--- src/rtl/ram_fifo_ctrl_pkg.sv ---
// Shared defaults and width helpers for the RAM-backed FIFO controller.
package ram_ctrl_pkg;

  localparam int DATA_W_DEF   = 4;
  localparam int ADDR_W_DEF   = 8;
  localparam int DEPTH_DEF    = 8;
  localparam int AF_LEVEL_DEF = 6;

  // Occupancy needs to represent 0..depth inclusive, hence depth+1 states.
  function automatic int cnt_w(input int depth);
    return $clog2(depth + 1);
  endfunction

  localparam int CNT_W_DEF = cnt_w(DEPTH_DEF);

endpackage

--- src/rtl/ram_fifo_ctrl_if.sv ---
// Producer/consumer handshake plus the RAM-side port bundle of the FIFO controller.
interface ram_fifo_ctrl_if import ram_ctrl_pkg::*; #(
  parameter int DATA_W = DATA_W_DEF,
  parameter int ADDR_W = ADDR_W_DEF,
  parameter int DEPTH  = DEPTH_DEF
);

  localparam int CNT_W = cnt_w(DEPTH);

  logic              push;
  logic [DATA_W-1:0] push_data;
  logic              pop;
  logic [DATA_W-1:0] pop_data;
  logic              pop_valid;
  logic              clr_err;
  logic              full;
  logic              empty;
  logic              almost_full;
  logic [CNT_W-1:0]  count;
  logic              overflow;
  logic              underflow;
  logic              ram_write_en;
  logic [ADDR_W-1:0] ram_write_addr;
  logic [DATA_W-1:0] ram_write_data;
  logic              ram_read_en;
  logic [ADDR_W-1:0] ram_read_addr;
  logic [DATA_W-1:0] ram_read_data;

  // Environment side: producer, consumer and the RAM's read data.
  modport master (
    output push, push_data, pop, clr_err, ram_read_data,
    input  pop_data, pop_valid, full, empty, almost_full, count,
           overflow, underflow, ram_write_en, ram_write_addr,
           ram_write_data, ram_read_en, ram_read_addr
  );

  // Controller side.
  modport slave (
    input  push, push_data, pop, clr_err, ram_read_data,
    output pop_data, pop_valid, full, empty, almost_full, count,
           overflow, underflow, ram_write_en, ram_write_addr,
           ram_write_data, ram_read_en, ram_read_addr
  );

endinterface

--- src/rtl/ram_fifo_ctrl_ptr.sv ---
// Wrapping FIFO pointer: counts 0..DEPTH-1 and returns to 0, so DEPTH
// need not be a power of two.
module ram_fifo_ptr #(
  parameter int DEPTH = 8
) (
  input  logic                     clk,
  input  logic                     rst,
  input  logic                     advance,
  output logic [$clog2(DEPTH)-1:0] ptr
);

  localparam int PTR_W = $clog2(DEPTH);

  // Step the pointer on each accepted transfer, wrapping at the last entry.
  always_ff @(posedge clk) begin
    if (rst) begin
      ptr <= '0;
    end else if (advance) begin
      ptr <= (ptr == PTR_W'(DEPTH - 1)) ? '0 : ptr + PTR_W'(1);
    end
  end

endmodule

--- src/rtl/ram_fifo_ctrl.sv ---
// FIFO sequencer for an external single-write / single-read RAM with a
// registered one-cycle read. Holds pointers, occupancy and flags only.
module ram_fifo_ctrl import ram_ctrl_pkg::*; #(
  parameter int DATA_W   = DATA_W_DEF,
  parameter int ADDR_W   = ADDR_W_DEF,
  parameter int DEPTH    = DEPTH_DEF,
  parameter int AF_LEVEL = AF_LEVEL_DEF
) (
  input  logic          clk,
  input  logic          rst,
  ram_fifo_ctrl_if.slave bus
);

  localparam int CNT_W = cnt_w(DEPTH);
  localparam int PTR_W = $clog2(DEPTH);

  logic [CNT_W-1:0]  count_q;
  logic [PTR_W-1:0]  wr_ptr;
  logic [PTR_W-1:0]  rd_ptr;
  logic [DATA_W-1:0] rd_data;
  logic              full_w;
  logic              empty_w;
  logic              push_acc;
  logic              pop_acc;
  logic              pop_valid_q;
  logic              overflow_q;
  logic              underflow_q;

  // Flags come from the registered count; accepts never look through a
  // same-cycle transfer, which also keeps the RAM addresses from colliding.
  assign full_w   = (count_q == CNT_W'(DEPTH));
  assign empty_w  = (count_q == '0);
  assign push_acc = bus.push & ~full_w & ~rst;
  assign pop_acc  = bus.pop & ~empty_w & ~rst;

  ram_fifo_ptr #(.DEPTH(DEPTH)) u_wr_ptr (
    .clk     (clk),
    .rst     (rst),
    .advance (push_acc),
    .ptr     (wr_ptr)
  );

  ram_fifo_ptr #(.DEPTH(DEPTH)) u_rd_ptr (
    .clk     (clk),
    .rst     (rst),
    .advance (pop_acc),
    .ptr     (rd_ptr)
  );

  // Occupancy moves only when exactly one side transfers.
  always_ff @(posedge clk) begin
    if (rst) begin
      count_q <= '0;
    end else if (push_acc && !pop_acc) begin
      count_q <= count_q + CNT_W'(1);
    end else if (pop_acc && !push_acc) begin
      count_q <= count_q - CNT_W'(1);
    end
  end

  // Read data returns one cycle after the accepted pop, matching the RAM's
  // registered output; sticky errors let a new error win over a clear.
  always_ff @(posedge clk) begin
    if (rst) begin
      pop_valid_q <= 1'b0;
      overflow_q  <= 1'b0;
      underflow_q <= 1'b0;
    end else begin
      pop_valid_q <= pop_acc;
      if (bus.push && full_w) begin
        overflow_q <= 1'b1;
      end else if (bus.clr_err) begin
        overflow_q <= 1'b0;
      end
      if (bus.pop && empty_w) begin
        underflow_q <= 1'b1;
      end else if (bus.clr_err) begin
        underflow_q <= 1'b0;
      end
    end
  end

  assign rd_data = bus.ram_read_data;

  assign bus.ram_write_en   = push_acc;
  assign bus.ram_write_addr = ADDR_W'(wr_ptr);
  assign bus.ram_write_data = bus.push_data;
  assign bus.ram_read_en    = pop_acc;
  assign bus.ram_read_addr  = ADDR_W'(rd_ptr);

  assign bus.pop_data    = rd_data;
  assign bus.pop_valid   = pop_valid_q;
  assign bus.full        = full_w;
  assign bus.empty       = empty_w;
  assign bus.almost_full = (count_q >= CNT_W'(AF_LEVEL));
  assign bus.count       = count_q;
  assign bus.overflow    = overflow_q;
  assign bus.underflow   = underflow_q;

endmodule

--- src/flat_wrapper.sv ---
// flat-port wrapper written by rule: the top's interface ports become plain ports
module ram_fifo_ctrl_flat import ram_ctrl_pkg::*;
#(
  parameter int DATA_W   = DATA_W_DEF,
  parameter int ADDR_W   = ADDR_W_DEF,
  parameter int DEPTH    = DEPTH_DEF,
  parameter int AF_LEVEL = AF_LEVEL_DEF
)
  (clk, rst, bus_push, bus_push_data, bus_pop, bus_clr_err, bus_ram_read_data, bus_pop_data, bus_pop_valid, bus_full, bus_empty, bus_almost_full, bus_count, bus_overflow, bus_underflow, bus_ram_write_en, bus_ram_write_addr, bus_ram_write_data, bus_ram_read_en, bus_ram_read_addr);
  ram_fifo_ctrl_if #(.DATA_W(DATA_W), .ADDR_W(ADDR_W), .DEPTH(DEPTH)) bus_i ();
  input  logic clk;
  input  logic rst;
  input wire logic [$bits(bus_i.push)-1:0] bus_push;
  input wire logic [$bits(bus_i.push_data)-1:0] bus_push_data;
  input wire logic [$bits(bus_i.pop)-1:0] bus_pop;
  input wire logic [$bits(bus_i.clr_err)-1:0] bus_clr_err;
  input wire logic [$bits(bus_i.ram_read_data)-1:0] bus_ram_read_data;
  output wire logic [$bits(bus_i.pop_data)-1:0] bus_pop_data;
  output wire logic [$bits(bus_i.pop_valid)-1:0] bus_pop_valid;
  output wire logic [$bits(bus_i.full)-1:0] bus_full;
  output wire logic [$bits(bus_i.empty)-1:0] bus_empty;
  output wire logic [$bits(bus_i.almost_full)-1:0] bus_almost_full;
  output wire logic [$bits(bus_i.count)-1:0] bus_count;
  output wire logic [$bits(bus_i.overflow)-1:0] bus_overflow;
  output wire logic [$bits(bus_i.underflow)-1:0] bus_underflow;
  output wire logic [$bits(bus_i.ram_write_en)-1:0] bus_ram_write_en;
  output wire logic [$bits(bus_i.ram_write_addr)-1:0] bus_ram_write_addr;
  output wire logic [$bits(bus_i.ram_write_data)-1:0] bus_ram_write_data;
  output wire logic [$bits(bus_i.ram_read_en)-1:0] bus_ram_read_en;
  output wire logic [$bits(bus_i.ram_read_addr)-1:0] bus_ram_read_addr;
  assign bus_i.push = bus_push;
  assign bus_i.push_data = bus_push_data;
  assign bus_i.pop = bus_pop;
  assign bus_i.clr_err = bus_clr_err;
  assign bus_i.ram_read_data = bus_ram_read_data;
  assign bus_pop_data = bus_i.pop_data;
  assign bus_pop_valid = bus_i.pop_valid;
  assign bus_full = bus_i.full;
  assign bus_empty = bus_i.empty;
  assign bus_almost_full = bus_i.almost_full;
  assign bus_count = bus_i.count;
  assign bus_overflow = bus_i.overflow;
  assign bus_underflow = bus_i.underflow;
  assign bus_ram_write_en = bus_i.ram_write_en;
  assign bus_ram_write_addr = bus_i.ram_write_addr;
  assign bus_ram_write_data = bus_i.ram_write_data;
  assign bus_ram_read_en = bus_i.ram_read_en;
  assign bus_ram_read_addr = bus_i.ram_read_addr;
  ram_fifo_ctrl #(.DATA_W(DATA_W), .ADDR_W(ADDR_W), .DEPTH(DEPTH), .AF_LEVEL(AF_LEVEL)) u_core (.clk(clk), .rst(rst), .bus(bus_i));
endmodule
--- config.mk ---
export PLATFORM = sky130hd
export DESIGN_NAME = ram_fifo_ctrl_flat
export DESIGN_NICKNAME = d
export VERILOG_FILES = /design/src/rtl/ram_fifo_ctrl_pkg.sv /design/src/rtl/ram_fifo_ctrl_if.sv /design/src/rtl/ram_fifo_ctrl_ptr.sv /design/src/rtl/ram_fifo_ctrl.sv /design/src/flat_wrapper.sv
export SDC_FILE = /design/constraint.sdc
export NUM_CORES = 1
export LEC_CHECK = 0
export CORE_UTILIZATION = 25
export CTS_BUF_LIST = sky130_fd_sc_hd__clkbuf_16
export CTS_CLUSTER_DIAMETER = 60
export DETAILED_ROUTE_END_ITERATION = 6
export SYNTH_ARGS = -nofsm -noshare
export SYNTH_HDL_FRONTEND = slang
export SYNTH_SLANG_ARGS = --single-unit
--- constraint.sdc ---
create_clock -name clk -period 2.5 [get_ports clk]
set_input_delay 0.25 -clock clk [delete_from_list [all_inputs] [get_ports clk]]
set_output_delay 0.25 -clock clk [all_outputs]
set_load 0.01 [all_outputs]
* Yosys cells after proc, flatten, opt, wreduce, memory -nomap -nowiden
Index checks and enable logic that the tools add are counted.
** Word-level totals
- Register bits :: 13
- Input bits :: 13
** Cells by class
- Add/subtract/negate cells :: 4
- $lt $le $gt $ge :: 1
- Equality and inequality tests :: 3
- Muxes and demuxes :: 7
- Bitwise logic cells :: 7
- Reduce and logical (&&, ||, !) cells :: 10
** Operators by type and width (count)
- $mux W4 :: 2
- $add A3 B1 Y3 const B :: 2
- $eq A3 B3 Y1 const B :: 2
- $mux W3 :: 2
- $reduce_bool A2 Y1 :: 3
- $add A4 B1 Y4 const B :: 1
- $and A1 B1 Y1 :: 4
- $eq A4 B4 Y1 const B :: 1
- $ge A4 B3 Y1 const B :: 1
- $logic_and A1 B1 Y1 :: 4
- $logic_not A4 Y1 :: 1
- $sub A4 B1 Y4 const B :: 1
- $mux W1 :: 3
- $not A1 Y1 :: 3
- $logic_not A1 Y1 :: 2

* Depth between registers and ports, before layout
Gate-level depths: netlist of run 1.
- Depth in word-level cells :: 8
- Depth in mapped cells :: 10
- Gate-level depth less buffers :: 10

* Hierarchy
From an unflattened synthesis of run 1, not the netlist that was laid out.
** Second synthesis, totals
- Cell total of the unflattened synthesis :: 88
- Area total of the unflattened synthesis :: 828.3 µm²
** Modules (own cells, without submodules)
- ram_fifo_ctrl :: instances 1, cells an instance 62, area each 545.5 µm², seq. area each 140.1 µm²
- ram_fifo_ptr :: instances 2, cells an instance 13, area each 141.4 µm², seq. area each 60.1 µm²

* Worst setup path after synthesis of run 1
Ideal clock, no wire load.
- Path type :: register to register
- Start :: register u_core.count_q[3], in the netlist u_core.bus.count[3]
- End :: register u_core.count_q[3], in the netlist u_core.bus.count[3]
- Arrival :: 2518 ps
- Required time :: 2377 ps
- Setup slack :: -142 ps
- Stages on the path, launching flop included :: 11
- Period minus slack after synthesis :: 2642 ps
- Path through :: dfxtp_1 > nor4b_2 > nand2b_4 > nor2_1 > ha_1 > inv_1 > ha_1 > a21oi_1 > a211oi_1 > a31oi_1 > mux2_1
** Between the ends
- Word-level cells in the longest chain between the ends :: 7
- Elaborated cells on any way between the ends :: 17
- Those cells by class :: 2 x add/sub; 1 x eq/ne; 2 x mux; 6 x bitwise; 6 x reduce/logical
** Ends and longest elaborated chain
- start, declared :: line ram_fifo_ctrl.sv:17 : logic [CNT_W-1:0] count_q;
- start signal, assigned :: line ram_fifo_ctrl.sv:55 : count_q <= count_q + CNT_W'(1);
- start signal, assigned :: line ram_fifo_ctrl.sv:57 : count_q <= count_q - CNT_W'(1);
- $eq A4 B4 Y1 (*) :: line ram_fifo_ctrl.sv:31 : assign full_w = (count_q == CNT_W'(DEPTH));
- named net bus_full :: line flat_wrapper.sv:20 : output wire logic [$bits(bus_i.full)-1:0] bus_full;
- $not A1 Y1 (*) :: line ram_fifo_ctrl.sv:33 : assign push_acc = bus.push & ~full_w & ~rst;
- $and A1 B1 Y1 (*) (2 in a row) :: line ram_fifo_ctrl.sv:33
- named net bus_ram_write_en :: line flat_wrapper.sv:26 : output wire logic [$bits(bus_i.ram_write_en)-1:0] bus_ram_write_en;
- $logic_not A1 Y1 :: line ram_fifo_ctrl.sv:56 : end else if (pop_acc && !push_acc) begin
- $logic_and A1 B1 Y1 :: line ram_fifo_ctrl.sv:56
- $reduce_bool A2 Y1 (no source line)
The timed path passes the listed nets; every way through them passes the cells marked *. The select of a mux whose other input is x is not followed.
A chain may end at the register's enable or synchronous reset.

* Worst setup path in the final report of run 1
- Start :: register u_core.count_q[1], in the netlist u_core.bus.count[1]
- End :: register u_core.count_q[3], in the netlist u_core.bus.count[3]
** Between the ends
- Word-level cells in the longest chain between the ends :: 7
- Elaborated cells on any way between the ends :: 17
- Those cells by class :: 2 x add/sub; 1 x eq/ne; 2 x mux; 6 x bitwise; 6 x reduce/logical
** Ends and longest elaborated chain (line)
- $eq A4 B4 Y1 / $logic_not A4 Y1 (equally long branches) :: ram_fifo_ctrl.sv:31, ram_fifo_ctrl.sv:32
- $not A1 Y1, on equally long branches :: ram_fifo_ctrl.sv:33, ram_fifo_ctrl.sv:34
- $and A1 B1 Y1, on equally long branches (2 in a row) :: ram_fifo_ctrl.sv:33, ram_fifo_ctrl.sv:34
- $logic_not A1 Y1, on equally long branches :: ram_fifo_ctrl.sv:56, ram_fifo_ctrl.sv:54
- $logic_and A1 B1 Y1, on equally long branches :: ram_fifo_ctrl.sv:56, ram_fifo_ctrl.sv:54
- $reduce_bool A2 Y1 (no source line) / $mux W4 (equally long branches)
Parallel ways exist; a longest one is shown, timed or not. The select of a mux whose other input is x is not followed.

==> flow_metrics.env, run 1 <==
export IMPL_outcome="complete, no violations"
export IMPL_grt_max_degree=8
export IMPL_num_vias=673
export IMPL_hold_buffers=0
export IMPL_p_leak_nw=0.5425
export IMPL_post_route_min_period_ns=2.437
export IMPL_htreeDepth=1
export IMPL_layout_commonest_cell="clkdlybuf4s50_1"
export IMPL_final_max_slew_viol_count=0
export IMPL_fp_dieW_um=59.17
export IMPL_netlist_area_um2=817.0
export IMPL_max_cap_violations=0
export IMPL_row_count=20
export IMPL_drt_iter0_drc=2
export IMPL_clock_skew_ns=0.0006576
export IMPL_hold_viol=0
export IMPL_dr_pass1_iters=2
export IMPL_grt_antenna_before_repair=0
export IMPL_cts_tree="done"
export IMPL_period_share_pct=97.50
export IMPL_drive_above_1_share_pct=27.73
export IMPL_fillers=313
export IMPL_drc=0
export IMPL_synth_cells=89
export IMPL_routed_wl_mm=1.657
export IMPL_vias_per_cell=4.129
export IMPL_cp_data_arrival_time_ns=2.56
export IMPL_grt_use_total_pct=10.11
export IMPL_ir_drop_uv=704.3
export IMPL_clk_pin_slew_ns=0.04
export IMPL_clk_path_buf_depth=2
export IMPL_ios=49
export IMPL_fmax_mhz=410.3
export IMPL_diodes=0
export IMPL_initial_utilization_pct=26.54
export IMPL_syn_avg_cell_area_um2=9.180
export IMPL_numCtsBuffers=3
export IMPL_ys_ff_latch=13
export IMPL_first_global_vias=615
export IMPL_fin_util_pct=40.57
export IMPL_ant_nets=0
export IMPL_cts_sinks=13
export IMPL_gp_congestion=0.7032
export IMPL_grt_overflow=0
export IMPL_critPathKind="reg -> reg"
export IMPL_final_cell_mix="clkdlybuf4s50_1 (22), nor2_1 (15), buf_4 (15)"
export IMPL_die_area_um2=3501
export IMPL_cp_max_fo=5
export IMPL_p_per_area_nw_per_um2=1181
export IMPL_yosysWarnings=0
export IMPL_clk_latency_ns=0.24
export IMPL_crit_required_ns=2.62
export IMPL_min_path_type="reg -> reg"
export IMPL_critPathCaptureType="flop"
export IMPL_postPlaceCellArea_um2=1072
export IMPL_die_h_um=59.17
export IMPL_synth_cell_types=26
export IMPL_final_nets=141
export IMPL_worstSetupStartpointType="flop"
export IMPL_clockRootBuffer="clkbuf_16"
export IMPL_grt_pass1_wl_mm=2.608
export IMPL_post_dp_hpwl_mm=1.267
export IMPL_setup_viol=0
export IMPL_seq_area_frac_synth_pct=31.85
export IMPL_core_area_um2=3078
export IMPL_synthToLayoutAreaGrowth_pct=52.83
export IMPL_wl_per_cell_um=10.17
export IMPL_port_buffers=22
export IMPL_design_area_um2=1249
## through the flow
step / power (W) / instances / hold WS [ns] / setup slack (ns) / TNS, ns
final: 0.001475 / 163 / 0.4717 / 0.06254 / 0
after global routing: 0.001579 / 163 / 0.5000 / -0.06610 / -0.06610
after CTS: 0.001354 / 158 / 0.4741 / 0.06945 / 0
after detailed placement: 0.001046 / 154 / 0.4672 / -0.08113 / -0.08113
after global placement: 0.001032 / 154 / 0.4586 / -0.02400 / -0.02400
after floorplan: 0.0007402 / 98 / 0.3191 / 0.03431 / 0
## routing by layer
| metal | wire length, um | GRT usage [%] | vias up |
|---|---|---|---|
| met5 | 0 | 0 | - |
| met4 | 39 | 6.463 | 0 |
| met3 | 99 | 2.838 | 4 |
| met2 | 804 | 16.88 | 23 |
| met1 | 713 | 11.29 | 317 |
| li1 | - | - | 329 |
## logic make-up (layout without fill, tap and decap cells)
logic type	count (synthesis)	in the layout	synth area share (%)
muxes	5	5	6.279
xor gates and xnor gates	2	2	2.144
DFF	13	13	31.85
buffers and inverters	22	43	18.38
AOI/OAI and AO/OA	11	11	10.26
and+or+nand+nor	27	27	17.46
other	1	10	0.4590
adders and majority gates	8	8	13.17
## area by class of cell
class	count	area [um2]	share of cell area, %
Multi-Input combinational cell	63	504.2	40.38
Timing Repair Buffer	37	332.8	26.65
Sequential cell	13	267.8	21.44
Clock buffer	3	75.07	6.012
Tap cell	44	55.05	4.409
Inverter	2	10.01	0.8016
Clock inverter	1	3.754	0.3006
## sequential cells by signal, indices dropped and copies added (netlist names)
register and count:
u_core.bus.pop_valid 1, u_core.bus.underflow 1, u_core.u_wr_ptr.ptr 3, u_core.bus.overflow 1, u_core.u_rd_ptr.ptr 3, u_core.bus.count 4
## final timing paths
check | from | endpoint | slack (ns) | depth (start not counted)
max | u_core.bus.count[1] | u_core.bus.count[3] | 0.06 | 11
min | u_core.u_wr_ptr.ptr[1] | u_core.u_wr_ptr.ptr[1] | 0.47 | 2
max reg2reg | u_core.bus.count[1] | u_core.bus.count[3] | 0.06 | 11
min reg2reg | u_core.u_wr_ptr.ptr[1] | u_core.u_wr_ptr.ptr[1] | 0.47 | 2
## timing repair
item	4_1_cts	5_1_grt
gates resized for setup	0	11
endpoints found under the setup margin	0	1
setup buffers	0	5
## worst max-delay path, stage by stage, from the launching register on
cell	delay [ns]
dfxtp_4	0.36
buf_4	0.15
o41ai_4	0.37
nor2_1	0.10
inv_1	0.07
ha_2	0.20
inv_4	0.06
ha_4	0.29
nand3_4	0.08
a211oi_2	0.26
a31oi_2	0.06
mux2_1	0.31
## Yosys cell counts, drive strengths merged
library cell	n	area, um2
mux2i	4	40.04
nand2b	1	13.76
nand3	1	5.000
ha	7	87.58
xnor2	1	8.760
nor2b	3	18.77
mux2	1	11.26
dfxtp	13	260.3
a211oi	1	7.510
nor4b	1	15.01
inv	2	7.510
nor2	15	56.30
buf	18	135.1
a21oi	7	35.03
or3b	1	8.760
or3	1	6.260
nor4	1	6.260
xor2	1	8.760
nor3	1	5.000
fa	1	20.02
nand2	2	7.510
conb	1	3.750
o41ai	1	27.53
a31oi	1	6.260
clkbuf	2	7.510
a21o	1	7.510
## power by group
| group | switching [W] | leakage (nW) | internal, W |
|---|---|---|---|
| logic | 0.000320 | 0.392 | 0.000476 |
| clock network | 0.0000843 | 0.0423 | 0.000211 |
| registers | 0.000103 | 0.108 | 0.000281 |
| total | 0.000507 | 0.542 | 0.000968 |
(Power assumes the default switching activity.)
==> run 2: changes to the inputs <==
--- a/config.mk
+++ b/config.mk
@@ -5,6 +5,7 @@
 export SDC_FILE = /design/constraint.sdc
 export NUM_CORES = 1
 export LEC_CHECK = 0
+export CAP_MARGIN = 20
 export CORE_UTILIZATION = 25
 export CTS_BUF_LIST = sky130_fd_sc_hd__clkbuf_16
 export CTS_CLUSTER_DIAMETER = 60
==> results of run 2 <==
Final layout, timing and power as in run 1 (identical DEF).
==> run 3: changes to the inputs <==
--- a/config.mk
+++ b/config.mk
@@ -10,6 +10,9 @@
 export CTS_BUF_LIST = sky130_fd_sc_hd__clkbuf_16
 export CTS_CLUSTER_DIAMETER = 60
 export DETAILED_ROUTE_END_ITERATION = 6
+export DONT_BUFFER_PORTS = 1
+export RECOVER_POWER = 25
 export SYNTH_ARGS = -nofsm -noshare
 export SYNTH_HDL_FRONTEND = slang
+export SYNTH_HIERARCHICAL = 1
 export SYNTH_SLANG_ARGS = --single-unit
==> run 3 against run 2 <==
Net effect:
- sequential share of layout area rose by 5.9 points
- setup slack improved by 0.098 ns
- fmax up 4.2%
- area after synthesis increased by 1.4%
- hold slack worse by 0.40 ns
- register-to-register slack better by 0.098 ns
- power shrank 19%
- global-route usage is 1.1 points lower
- highest routed layer unchanged
==> flow_metrics.env, run 3 <==
export IMPL_outcome="complete, no violations"
export IMPL_synthToLayoutAreaGrowth_pct=17.82
export IMPL_drt_iter0_drc=23
export IMPL_wl_per_cell_um=11.56
export IMPL_cp_max_fo=6
export IMPL_route_met3_wl_um=181
export IMPL_die_area_um2=3547
export IMPL_crit_required_ns=2.62
export IMPL_first_global_vias=553
export IMPL_final_nets=111
export IMPL_grt_overflow=0
export IMPL_cp_cell_sequence="nor4b_4, nor3b_4, ha_1, inv_1, ha_4, a21oi_2, a211oi_2, a31oi_1, mux2_1"
export IMPL_port_buffers=0
export IMPL_seqCellArea_um2=266.5
export IMPL_postPlaceCellArea_um2=863.3
export IMPL_design_area_um2=975.9
export IMPL_p_leak_nw=0.4088
export IMPL_clk_pin_slew_ns=0.04
export IMPL_met1_length_um=613
export IMPL_routed_wl_mm=1.538
export IMPL_synth_top_cell_by_area="dfxtp_1"
export IMPL_clk_path_buf_depth=2
export IMPL_clockRootBuffer="clkbuf_16"
export IMPL_ir_drop_uv=536.2
export IMPL_synth_cell_types=25
export IMPL_max_cap_violations=0
export IMPL_placedCellCount=127
export IMPL_yosys_cell_count_top_type="buf_4"
export IMPL_final_max_slew_viol_count=0
export IMPL_netlist_area_um2=828.3
export IMPL_finalSetupTns_ns=0
export IMPL_drive_above_1_share_pct=26.97
export IMPL_synth_edff_count=0
export IMPL_clock_skew_ns=0.001431
export IMPL_htreeDepth=1
export IMPL_pwr_share_comb_pct=41.3
export IMPL_ys_ff_latch=13
export IMPL_drc=0
export IMPL_hold_buffers=0
export IMPL_synth_cells=88
export IMPL_hold_viol=0
export IMPL_multi_input_area_um2=508.0
export IMPL_p_int_w=0.0007498
export IMPL_post_dp_hpwl_mm=1.194
export IMPL_row_count=20
export IMPL_critPathKind="reg -> reg"
export IMPL_slowest_delay_ns=0.39
export IMPL_top_layer_used="met4"
export IMPL_met2WireLength_um=728
export IMPL_switching_share_pct=37.00
export IMPL_grt_use_total_pct=9.029
export IMPL_final_cell_mix="nor2_1 (10), conb_1 (10), dfxtp_1 (10)"
export IMPL_largest_reg_flops=4
export IMPL_whs_ns=0.06698
export IMPL_num_vias=572
export IMPL_grt_antenna_before_repair=0
export IMPL_finalNonFillerCells=133
export IMPL_core_area_um2=3103
export IMPL_vias_per_cell=4.301
export IMPL_clk_latency_ns=0.24
export IMPL_ant_nets=0
export IMPL_critPathCaptureType="flop"
export IMPL_min_path_type="in -> reg"
export IMPL_grt_max_degree=17
export IMPL_cts_tree="done"
export IMPL_ys_async_sr_fraction_pct=0
export IMPL_dr_pass1_iters=4
export IMPL_yosysWarnings=6
export IMPL_cts_sinks=13
export IMPL_reg2reg_from="u_core/bus.count[2]"
export IMPL_seq_area_frac_synth_pct=31.42
export IMPL_ios=49
export IMPL_diodes=0
export IMPL_worstSetupStartpointType="flop"
export IMPL_initial_utilization_pct=26.69
export IMPL_cp_top_family="adder cells"
export IMPL_grt_pass1_wl_mm=2.339
export IMPL_fp_dieW_um=59.56
export IMPL_path_buf_inv=1
export IMPL_period_share_pct=93.58
export IMPL_synth_top_area_share_pct=31.42
export IMPL_rsz0062_at_grt="no"
export IMPL_numCtsBuffers=3
export IMPL_post_route_min_period_ns=2.339
export IMPL_setup_viol=0
export IMPL_startpoint="u_core/bus.count[2]"
export IMPL_synthTopCellsByCount="buf_4 (18), dfxtp_1 (13), nor2_1 (10), ha_1 (7), a21oi_1 (6)"
export IMPL_min_from="rst"
export IMPL_p_per_area_nw_per_um2=1220
export IMPL_clkPwrFrac_pct=24.8
export IMPL_synth_top_flop_cell="dfxtp_1"
export IMPL_seqPwrFrac_pct=33.8
export IMPL_synth_area_top_cells="dfxtp_1 (31%), buf_4 (16%), ha_1 (11%)"
export IMPL_cp_data_arrival_time_ns=2.46
export IMPL_crit_slowest_cell="dfxtp_2"
export IMPL_switchingPower_w=0.0004404
export IMPL_syn_avg_cell_area_um2=9.412
export IMPL_die_h_um=59.56
export IMPL_fmax_mhz=427.5
export IMPL_gp_congestion=0.7391
export IMPL_fillers=344
## run 3: changes by cell type after synthesis, moves of 2 or more
cell / change
nor2_1: -5
nor3b_1: +3
nand2b_1: +4
a21oi_2: +2
nand3b_1: +2
nand2_1: -2
## run 3: layer usage
| layer | GRT usage [%] | up-vias |
|---|---|---|
| li1 | - | 275 |
| met1 | 10.67 | 261 |
| met2 | 14.45 | 32 |
| met3 | 4.585 | 4 |
| met4 | 2.326 | 0 |
| met5 | 0 | - |
## run 3: final cells by class
cell class,instances,share of cell area [%]
Inverter,2,0.7692
Timing Repair Buffer,8,6.154
Tap cell,44,5.641
Clock inverter,1,0.3846
Clock buffer,3,7.692
Sequential cell,13,27.31
Multi-Input combinational cell,62,52.05
## run 3: logic make-up after synthesis
logic type,after synthesis,share of synthesized area (%)
adders and majority gates,8,12.99
buffers and inverters,22,18.13
DFF,13,31.42
muxes,4,4.985
AOI/OAI and AO/OA,11,8.913
other,1,0.4527
and+or+nand+nor,27,21.00
xor gates and xnor gates,2,2.115
## run 3: final timing paths
path / to / slack [ns] / cells past startpoint
setup / recovery: u_core/bus.count[3] / 0.16 / 9
hold / removal: u_core/u_wr_ptr/ptr[0] / 0.07 / 1
setup reg to reg: u_core/bus.count[3] / 0.16 / 9
hold reg to reg: u_core/u_wr_ptr/ptr[1] / 0.54 / 2
## run 3: worst reg2reg max path: cells and delay by family, from the launching register on
kind	cells	cell delay (ns)
flip-flops	1	0.39
multiplexers	1	0.34
AO/OA/AOI/OAI	3	0.44
AND/OR/NAND/NOR	2	0.46
buffers and inverters	1	0.13
adder cells (fa/ha/maj)	2	0.46
## run 3: per-stage QoR
step                utilization (%)   power, W  setup WS, ns
global route                  31.45   0.001279       0.06041
detailed placement            27.82  0.0008277       0.07761
CTS                           30.36   0.001134       0.05377
global placement              27.82  0.0008083        0.1720
finish                        31.45   0.001190        0.1606
floorplan                         -  0.0007286      0.008802
## run 3: power groups by stage
| stage | clock, W | sequential [W] | combinational (W) |
|---|---|---|---|
| 3_3_place_gp | 0 | 0.000399 | 0.000409 |
| 2_1_floorplan | 0 | 0.000381 | 0.000348 |
| 5_1_grt | 0.000319 | 0.000415 | 0.000545 |
| 6_report | 0.000296 | 0.000403 | 0.000492 |
| 4_1_cts | 0.000308 | 0.000398 | 0.000428 |
| 3_5_place_dp | 0 | 0.000401 | 0.000426 |
## run 3: repair_timing
action,in CTS,in global routing
setup endpoints to repair,0,1
buffers inserted,0,2
gates resized for setup,0,3
